<file path="src/rtl/tracker_pkg.sv">
// tracker_pkg: shared FSM states, motor line codes and drive direction for
// multi_axis_tracker. Optional feature macro of this slice: TRACKER_HYST_EN.
package tracker_pkg;

    // Tracker sequencer states; exported on the dbg_state port.
    typedef enum logic [1:0] {
        ST_EVAL  = 2'd0,
        ST_DRIVE = 2'd1,
        ST_BRAKE = 2'd2,
        ST_NEXT  = 2'd3
    } state_e;

    // Where the sequencer goes once the dead-time has elapsed.
    typedef enum logic [1:0] {
        RET_NEXT    = 2'd0,  // move on to the following axis
        RET_EVAL    = 2'd1,  // re-evaluate the same axis (reversal)
        RET_RESTART = 2'd2   // mode change: restart from axis 0
    } brake_ret_e;

    // Motor line pair {pos, neg}, both active low.
    localparam logic [1:0] MOT_STOP = 2'b11;
    localparam logic [1:0] MOT_POS  = 2'b01;  // pos line low
    localparam logic [1:0] MOT_NEG  = 2'b10;  // neg line low

    // DIR_UP: effective error positive, drives the neg line low.
    typedef enum logic {
        DIR_UP   = 1'b0,
        DIR_DOWN = 1'b1
    } dir_e;

    function automatic logic [1:0] dir_to_mot(dir_e dir);
        return (dir == DIR_UP) ? MOT_NEG : MOT_POS;
    endfunction

endpackage

</file>
<file path="src/rtl/tracker_err_calc.sv">
// tracker_err_calc: combinational error evaluation for the selected axis.
// Produces the alignment/start flags and the drive direction, with the
// shortest-path inversion for circular axes in manual mode.
// Macro TRACKER_HYST_EN: start threshold becomes 2*DEADBAND (hysteresis).
module tracker_err_calc
    import tracker_pkg::*;
#(
    parameter int W         = 16,
    parameter int DEADBAND  = 5,
    parameter int HALF_TURN = 180
) (
    input  logic         manual,
    input  logic [W-1:0] sense_a,
    input  logic [W-1:0] sense_b,
    input  logic [W-1:0] target,
    input  logic [W-1:0] actual,
    input  logic         wrap_en,
    output logic         aligned,
    output logic         start,
    output dir_e         dir
);

    localparam logic [W+1:0] DB_L   = (W+2)'(DEADBAND);
    localparam logic [W+1:0] HALF_L = (W+2)'(HALF_TURN);
`ifdef TRACKER_HYST_EN
    localparam logic [W+1:0] START_L = (W+2)'(2 * DEADBAND);
`else
    localparam logic [W+1:0] START_L = DB_L;
`endif

    logic signed [W+1:0] err;
    logic        [W+1:0] abs_err;
    logic                invert;

    // Two extra bits make the subtraction and its negation overflow-free.
    always_comb begin
        if (manual) begin
            err = $signed({2'b00, target}) - $signed({2'b00, actual});
        end else begin
            err = $signed({2'b00, sense_b}) - $signed({2'b00, sense_a});
        end
        abs_err = err[W+1] ? $unsigned(-err) : $unsigned(err);
        aligned = (abs_err <= DB_L);
        start   = (abs_err > START_L);
        invert  = manual && wrap_en && (abs_err > HALF_L);
        // err == 0 is always aligned, so the sign bit alone picks the side.
        dir     = ((!err[W+1]) ^ invert) ? DIR_UP : DIR_DOWN;
    end

endmodule

</file>
<file path="src/rtl/multi_axis_tracker.sv">
// multi_axis_tracker: round-robin N-axis motor controller. One axis at a time
// is driven through its active-low pos/neg pair until aligned or timed out;
// every stop, reversal or axis switch passes through a braking dead-time.
// Macro TRACKER_HYST_EN (in tracker_err_calc): start/stop hysteresis.
// Pipeline: input register -> sequencer decision -> output register.
module multi_axis_tracker
    import tracker_pkg::*;
#(
    parameter int N_AXES      = 2,
    parameter int W           = 16,
    parameter int DEADBAND    = 5,
    parameter int HALF_TURN   = 180,
    parameter int DEAD_CYC    = 4,
    parameter int TIMEOUT_CYC = 1000000,
    localparam int AW         = (N_AXES > 1) ? $clog2(N_AXES) : 1
) (
    input  logic                  clk,
    input  logic                  rst,
    input  logic                  manual,
    input  logic [N_AXES*W-1:0]   sense_a,
    input  logic [N_AXES*W-1:0]   sense_b,
    input  logic [N_AXES*W-1:0]   target,
    input  logic [N_AXES*W-1:0]   actual,
    input  logic [N_AXES-1:0]     wrap_en,
    output logic [N_AXES-1:0]     mot_pos,
    output logic [N_AXES-1:0]     mot_neg,
    output logic [AW-1:0]         active_axis,
    output logic                  busy,
    output logic [N_AXES-1:0]     fault,
    output state_e                dbg_state
);

    localparam int TW = $clog2(TIMEOUT_CYC + 1);
    localparam int DW = (DEAD_CYC > 1) ? $clog2(DEAD_CYC) : 1;
    localparam logic [TW-1:0] TMO_LAST  = TW'(TIMEOUT_CYC - 1);
    localparam logic [DW-1:0] DEAD_LAST = DW'(DEAD_CYC - 1);
    localparam logic [AW-1:0] AXIS_LAST = AW'(N_AXES - 1);

    logic                manual_q, manual_prev_q;
    logic [N_AXES*W-1:0] sense_a_q, sense_b_q, target_q, actual_q;
    logic [N_AXES-1:0]   wrap_q;

    state_e              state_q, state_d;
    brake_ret_e          ret_q, ret_d;
    dir_e                dir_q, dir_d;
    logic [AW-1:0]       axis_q, axis_d;
    logic [TW-1:0]       tmo_q, tmo_d;
    logic [DW-1:0]       dead_q, dead_d;
    logic [N_AXES-1:0]   fault_q, fault_d;
    logic [N_AXES-1:0]   mot_pos_q, mot_pos_d, mot_neg_q, mot_neg_d;
    logic                busy_q, busy_d;
    logic [1:0]          drive_code;

    logic [W-1:0]        sel_sense_a, sel_sense_b, sel_target, sel_actual;
    logic                sel_wrap, aligned, start, mode_chg;
    dir_e                dir;

    // Register every data input once before it reaches the decision logic.
    always_ff @(posedge clk or negedge rst) begin
        if (!rst) begin
            manual_q      <= 1'b0;
            manual_prev_q <= 1'b0;
            sense_a_q     <= '0;
            sense_b_q     <= '0;
            target_q      <= '0;
            actual_q      <= '0;
            wrap_q        <= '0;
        end else begin
            manual_q      <= manual;
            manual_prev_q <= manual_q;
            sense_a_q     <= sense_a;
            sense_b_q     <= sense_b;
            target_q      <= target;
            actual_q      <= actual;
            wrap_q        <= wrap_en;
        end
    end

    // Select the words of the currently active axis.
    always_comb begin
        sel_sense_a = sense_a_q[axis_q*W +: W];
        sel_sense_b = sense_b_q[axis_q*W +: W];
        sel_target  = target_q[axis_q*W +: W];
        sel_actual  = actual_q[axis_q*W +: W];
        sel_wrap    = wrap_q[axis_q];
    end

    assign mode_chg = (manual_q != manual_prev_q);

    tracker_err_calc #(
        .W         (W),
        .DEADBAND  (DEADBAND),
        .HALF_TURN (HALF_TURN)
    ) u_err_calc (
        .manual  (manual_q),
        .sense_a (sel_sense_a),
        .sense_b (sel_sense_b),
        .target  (sel_target),
        .actual  (sel_actual),
        .wrap_en (sel_wrap),
        .aligned (aligned),
        .start   (start),
        .dir     (dir)
    );

    // Sequencer next-state: evaluate, drive, brake, advance.
    always_comb begin
        state_d = state_q;
        ret_d   = ret_q;
        dir_d   = dir_q;
        axis_d  = axis_q;
        tmo_d   = tmo_q;
        dead_d  = dead_q;
        fault_d = mode_chg ? '0 : fault_q;
        case (state_q)
            ST_EVAL: begin
                if (!start || fault_q[axis_q]) begin
                    state_d = ST_NEXT;
                end else begin
                    dir_d   = dir;
                    tmo_d   = '0;
                    state_d = ST_DRIVE;
                end
            end
            ST_DRIVE: begin
                state_d = ST_BRAKE;
                dead_d  = '0;
                // Aligned is checked before the timeout so it wins a tie.
                if (mode_chg) begin
                    ret_d = RET_RESTART;
                end else if (aligned) begin
                    ret_d = RET_NEXT;
                end else if (dir != dir_q) begin
                    ret_d = RET_EVAL;
                end else if (tmo_q == TMO_LAST) begin
                    ret_d           = RET_NEXT;
                    fault_d[axis_q] = 1'b1;
                end else begin
                    state_d = ST_DRIVE;
                    tmo_d   = tmo_q + 1'b1;
                end
            end
            ST_BRAKE: begin
                if (dead_q == DEAD_LAST) begin
                    dead_d = '0;
                    case (ret_q)
                        RET_NEXT: state_d = ST_NEXT;
                        RET_EVAL: state_d = ST_EVAL;
                        default: begin
                            state_d = ST_EVAL;
                            axis_d  = '0;
                        end
                    endcase
                end else begin
                    dead_d = dead_q + 1'b1;
                end
            end
            ST_NEXT: begin
                axis_d  = (axis_q == AXIS_LAST) ? '0 : axis_q + 1'b1;
                state_d = ST_EVAL;
            end
            default: state_d = ST_EVAL;
        endcase
    end

    // Output stage: only the selected axis is ever driven, and only in DRIVE.
    always_comb begin
        mot_pos_d  = '1;
        mot_neg_d  = '1;
        drive_code = dir_to_mot(dir_q);
        busy_d     = (state_q == ST_DRIVE) || (state_q == ST_BRAKE);
        if (state_q == ST_DRIVE) begin
            {mot_pos_d[axis_q], mot_neg_d[axis_q]} = drive_code;
        end
    end

    // Sequencer state and output registers; reset forces the motors to stop.
    always_ff @(posedge clk or negedge rst) begin
        if (!rst) begin
            state_q   <= ST_EVAL;
            ret_q     <= RET_NEXT;
            dir_q     <= DIR_UP;
            axis_q    <= '0;
            tmo_q     <= '0;
            dead_q    <= '0;
            fault_q   <= '0;
            mot_pos_q <= '1;
            mot_neg_q <= '1;
            busy_q    <= 1'b0;
        end else begin
            state_q   <= state_d;
            ret_q     <= ret_d;
            dir_q     <= dir_d;
            axis_q    <= axis_d;
            tmo_q     <= tmo_d;
            dead_q    <= dead_d;
            fault_q   <= fault_d;
            mot_pos_q <= mot_pos_d;
            mot_neg_q <= mot_neg_d;
            busy_q    <= busy_d;
        end
    end

    assign mot_pos     = mot_pos_q;
    assign mot_neg     = mot_neg_q;
    assign active_axis = axis_q;
    assign busy        = busy_q;
    assign fault       = fault_q;
    assign dbg_state   = state_q;

endmodule

</file>
<file path="config.mk">
export PLATFORM = sky130hd
export DESIGN_NAME = multi_axis_tracker
export DESIGN_NICKNAME = d
export VERILOG_FILES = /design/src/rtl/tracker_pkg.sv /design/src/rtl/tracker_err_calc.sv /design/src/rtl/multi_axis_tracker.sv
export SDC_FILE = /design/constraint.sdc
export NUM_CORES = 1
export LEC_CHECK = 0
export ABC_AREA = 1
export BUFFER_PORTS_ARGS = -buffer_cell sky130_fd_sc_hd__buf_4
export CORE_ASPECT_RATIO = 0.9
export CORE_MARGIN = 2
export CORE_UTILIZATION = 35
export DETAILED_ROUTE_END_ITERATION = 6
export PLACE_DENSITY = 0.5
export REMOVE_ABC_BUFFERS = 1
export SYNTH_ARGS = -nofsm -noshare
export SYNTH_HDL_FRONTEND = slang
export SYNTH_HIERARCHICAL = 1
export SYNTH_SLANG_ARGS = --single-unit
</file>
<file path="constraint.sdc">
create_clock -name clk -period 5.76 [get_ports clk]
set_clock_uncertainty 0.15 [all_clocks]
set_input_delay 1.152 -clock clk [delete_from_list [all_inputs] [get_ports clk]]
set_output_delay 1.152 -clock clk [all_outputs]
set_load 0.02 [all_outputs]
</file>
==> impl_metrics.sql <==
INSERT INTO impl_metrics (metric_group, metric, value, unit) VALUES
('place', 'globalplace.congestion', '0.839', ''),
('clock_tree', 'ctsHoldBuffers', '0', ''),
('route', 'avgRoutedWirePerCell', '13.1', 'µm'),
('logic_synthesis', 'synth.lib_cells_used.distinct', '43', ''),
('power_and_ir_drop', 'cellLeakagePower', '6.23', 'nW'),
('sta', 'relSlewSlack', '50.7', '%'),
('route', 'detail_route.first_pass.iterations', '5', ''),
('logic_synthesis', 'post_synth_and_or_nand_nor_area_fraction', '36.8', '%'),
('final_layout', 'fillers', '2768', ''),
('run_status', 'outcome', 'completed', ''),
('logic_synthesis', 'dominantRegCellSynth', 'sky130_fd_sc_hd__dfrtp_1', ''),
('clock_tree', 'clk_path_buf_depth', '2', ''),
('global_route', 'antenna_found_initial', '0', ''),
('job', 'cap_violations', '0', ''),
('power_and_ir_drop', 'power_density_normalized_to_cell_area', '546', 'nW/µm²'),
('global_route', 'maximum_number_of_pins_on_one_net_before_global_route_repair', '87', ''),
('route', 'post_drt_antenna_nets', '0', ''),
('logic_synthesis', 'synth_enable_flop_cells', '0', ''),
('place', 'placement.setup.worst_slack', '0.844', 'ns'),
('global_route', 'groute.usage.overall', '17.8', '%'),
('logic_synthesis', 'synth_compound_gate_area_share', '3.21', '%'),
('place', 'hpwl', '18100', 'µm'),
('die', 'core_region_area', '26700', 'µm²'),
('clock_tree', 'cts_tree', 'built', ''),
('die', 'initial_utilization', '35.3', '%'),
('clock_tree', 'clkSinkCount', '167', ''),
('die', 'std_cell_rows', '57', ''),
('logic_synthesis', 'seq_area_frac_synth', '44.3', '%'),
('clock_tree', 'cts.root.buffer_cell', 'sky130_fd_sc_hd__clkbuf_16', ''),
('power_and_ir_drop', 'cell_internal_pwr', '0.00314', 'W'),
('setup_path', 'reg2reg_depth', '32', ''),
('power_and_ir_drop', 'p_sw_share', '50.0', '%'),
('setup_path', 'data_required_time_of_the_critical_path', '5.97', 'ns'),
('final_layout', 'drive_gt1_share', '17.2', '%'),
('min_path', 'worst_hold_startpoint', 'ret_q[0]', ''),
('clock_tree', 'path_clk_slew', '0.07', 'ns'),
('logic_synthesis', 'fraction_of_synthesized_area_in_multiplexers', '0', '%'),
('route', 'vias_per_instance', '4.50', ''),
('clock_tree', 'insertion_delay', '0.44', 'ns'),
('clock_tree', 'htree_levels', '4', ''),
('power_and_ir_drop', 'power_frac_seq', '21.0', '%'),
('place', 'placement.io_buffers', '142', ''),
('setup_path', 'critical_path.max_stage_delay', '0.56', 'ns'),
('sta', 'setup_ws', '0.803', 'ns'),
('sta', 'post-route-period-util', '86.1', '%'),
('logic_synthesis', 'synthArstFlopShare', '100', '%'),
('sta', 'min_clock_period_post_route', '4.96', 'ns'),
('clock_tree', 'post_cts.resized_instances', '0', ''),
('route', 'remaining_drc_errors', '0', ''),
('die', 'boundaryPins', '143', ''),
('logic_synthesis', 'main_combinational_cell_family_by_area_after_synthesis', 'simple AND/OR/NAND/NOR gates', ''),
('min_path', 'hold_end', 'ret_q[0]', ''),
('clock_tree', 'postCtsSetupRepairBufs', '0', ''),
('setup_path', 'path_common_cell', 'sky130_fd_sc_hd__nand2_1', ''),
('setup_path', 'crit-reg2reg-launch', 'active_axis', ''),
('sta', 'rsz0062_at_grt', 'false', ''),
('global_route', 'first_global_vias', '8049', ''),
('clock_tree', 'cts-buffers-inserted', '17', ''),
('final_layout', 'flow.area_growth_from_synthesis', '21.7', '%'),
('logic_synthesis', 'synthesis.yosys.warnings', '6', ''),
('sta', 'clock.fmax', '202', 'MHz'),
('die', 'die_y', '160', 'µm'),
('final_layout', 'register_area', '4190', 'µm²'),
('sta', 'finalHoldViolations', '0', ''),
('sta', 'drv_slew', '0', ''),
('sta', 'report.final.setup_viol', '0', ''),
('power_and_ir_drop', 'netSwitchingPower', '0.00314', 'W'),
('die', 'die_width', '177', 'µm'),
('setup_path', 'critPathCaptureType', 'register', ''),
('setup_path', 'critPathKind', 'reg2reg', ''),
('logic_synthesis', 'gate_count_post_synth', '1299', '');
sequential cells by signal (all words and copies together), names as in the netlist:
register / cells
actual_q: 32
sense_a_q: 32
sense_b_q: 32
target_q: 32
tmo_q: 20
dbg_state: 2
dead_q: 2
fault: 2
mot_neg: 2
mot_pos: 2
ret_q: 2
wrap_q: 2
active_axis: 1
busy: 1
dir_q: 1
manual_prev_q: 1
manual_q: 1
worst max-delay path, delay by kind of cell, from the launching register on:
family / cells / cell delay, ns
DFF: 1 / 0.38
buffers and inverters: 4 / 0.54
and+or+nand+nor: 23 / 2.51
xor gates and xnor gates: 1 / 0.28
adders and majority gates: 3 / 0.95
AOI/OAI and AO/OA: 1 / 0.09
synth_stat cells (5+ instances only):
cell type,n,area [µm²]
sky130_fd_sc_hd__xor2_1,13,114
sky130_fd_sc_hd__ha_1,39,488
sky130_fd_sc_hd__inv_2,10,37.5
sky130_fd_sc_hd__o21ai_1,11,55.1
sky130_fd_sc_hd__buf_2,5,25.0
sky130_fd_sc_hd__clkbuf_1,12,45.0
sky130_fd_sc_hd__dfrtp_1,163,4080
sky130_fd_sc_hd__nor2_1,86,323
sky130_fd_sc_hd__nand2_1,539,2020
sky130_fd_sc_hd__inv_1,163,612
sky130_fd_sc_hd__nand4_1,18,113
sky130_fd_sc_hd__o21ai_0,9,45.0
sky130_fd_sc_hd__nand3_1,121,606
sky130_fd_sc_hd__a21oi_1,21,105
sky130_fd_sc_hd__nand2_2,25,156
sky130_fd_sc_hd__nor2_2,10,62.6
power by group through the flow:
| stage | clock, W | sequential, W | combinational (W) |
|---|---|---|---|
| final | 0.00119 | 0.00132 | 0.00377 |
| after global routing | 0.00127 | 0.00133 | 0.00438 |
| after CTS | 0.00123 | 0.00132 | 0.00380 |
| after detailed placement | 0 | 0.00134 | 0.00378 |
| after global placement | 0 | 0.00134 | 0.00378 |
| after floorplan | 0 | 0.00140 | 0.00272 |
routing by layer:
metal  wire length, µm  vias to the layer above  track usage [%]
li1                  -                     4287                -
met1             11900                     3657             25.2
met5                 0                        -                0
met2             10400                      156             27.8
met4               340                        0             4.62
met3              1030                       23             3.50
worst max-delay path by stage:
stage | endpoint | cells past startpoint | slack, ns | start
finish | tmo_q[17] | 32 | 0.80 | active_axis
global route | tmo_q[1] | 32 | 0.22 | active_axis
CTS | tmo_q[2] | 32 | 0.80 | active_axis
detailed placement | tmo_q[2] | 32 | 0.84 | active_axis
global placement | tmo_q[2] | 32 | 0.93 | active_axis
floorplan | tmo_q[0] | 31 | 0.002 | active_axis
cells in the final DEF, fill, tap and decap left out, types with 3 or more instances in the layout:
master	count
sky130_fd_sc_hd__a21oi_1	21
sky130_fd_sc_hd__a21oi_2	3
sky130_fd_sc_hd__and2_1	4
sky130_fd_sc_hd__buf_4	146
sky130_fd_sc_hd__clkbuf_16	17
sky130_fd_sc_hd__clkinv_8	4
sky130_fd_sc_hd__dfrtp_1	162
sky130_fd_sc_hd__dfstp_2	4
sky130_fd_sc_hd__ha_1	39
sky130_fd_sc_hd__inv_1	163
sky130_fd_sc_hd__inv_2	10
sky130_fd_sc_hd__inv_8	6
sky130_fd_sc_hd__nand2_1	539
sky130_fd_sc_hd__nand2_2	25
sky130_fd_sc_hd__nand3_1	121
sky130_fd_sc_hd__nand3_2	4
sky130_fd_sc_hd__nand3b_1	3
sky130_fd_sc_hd__nand4_1	18
sky130_fd_sc_hd__nor2_1	86
sky130_fd_sc_hd__nor2_2	10
sky130_fd_sc_hd__o21ai_0	9
sky130_fd_sc_hd__o21ai_1	11
sky130_fd_sc_hd__xnor2_1	3
sky130_fd_sc_hd__xor2_1	13
kinds of logic (layout without fill, tap and decap cells):
logic type      count (synthesis)  count (layout)
xor+xnor                       16              16
flops                         167             167
buf+inv                       201             355
fa+ha+maj                      41              41
simple gates                  822             822
compound gates                 52              52
stage by stage:
stage	utilization, %	instances	instance area (µm²)	total power [W]	hold WS, ns
floorplan	-	1272	9280	0.00412	0.285
CTS	43.0	1807	11500	0.00634	0.334
global placement	40.7	1775	10900	0.00512	0.314
finish	43.0	1807	11500	0.00628	0.329
global route	43.0	1807	11500	0.00698	0.387
detailed placement	40.7	1775	10900	0.00512	0.316
final cells by class:
class,count,share of cell area (%)
well taps,354,3.85
repair buffers,149,9.98
multi-input cells,931,38.7
inverters,174,5.70
flip-flops and latches,167,36.4
clock buffers,17,3.70
clock inverters,15,1.72
Note: power is estimated with default switching activity, not from simulation.
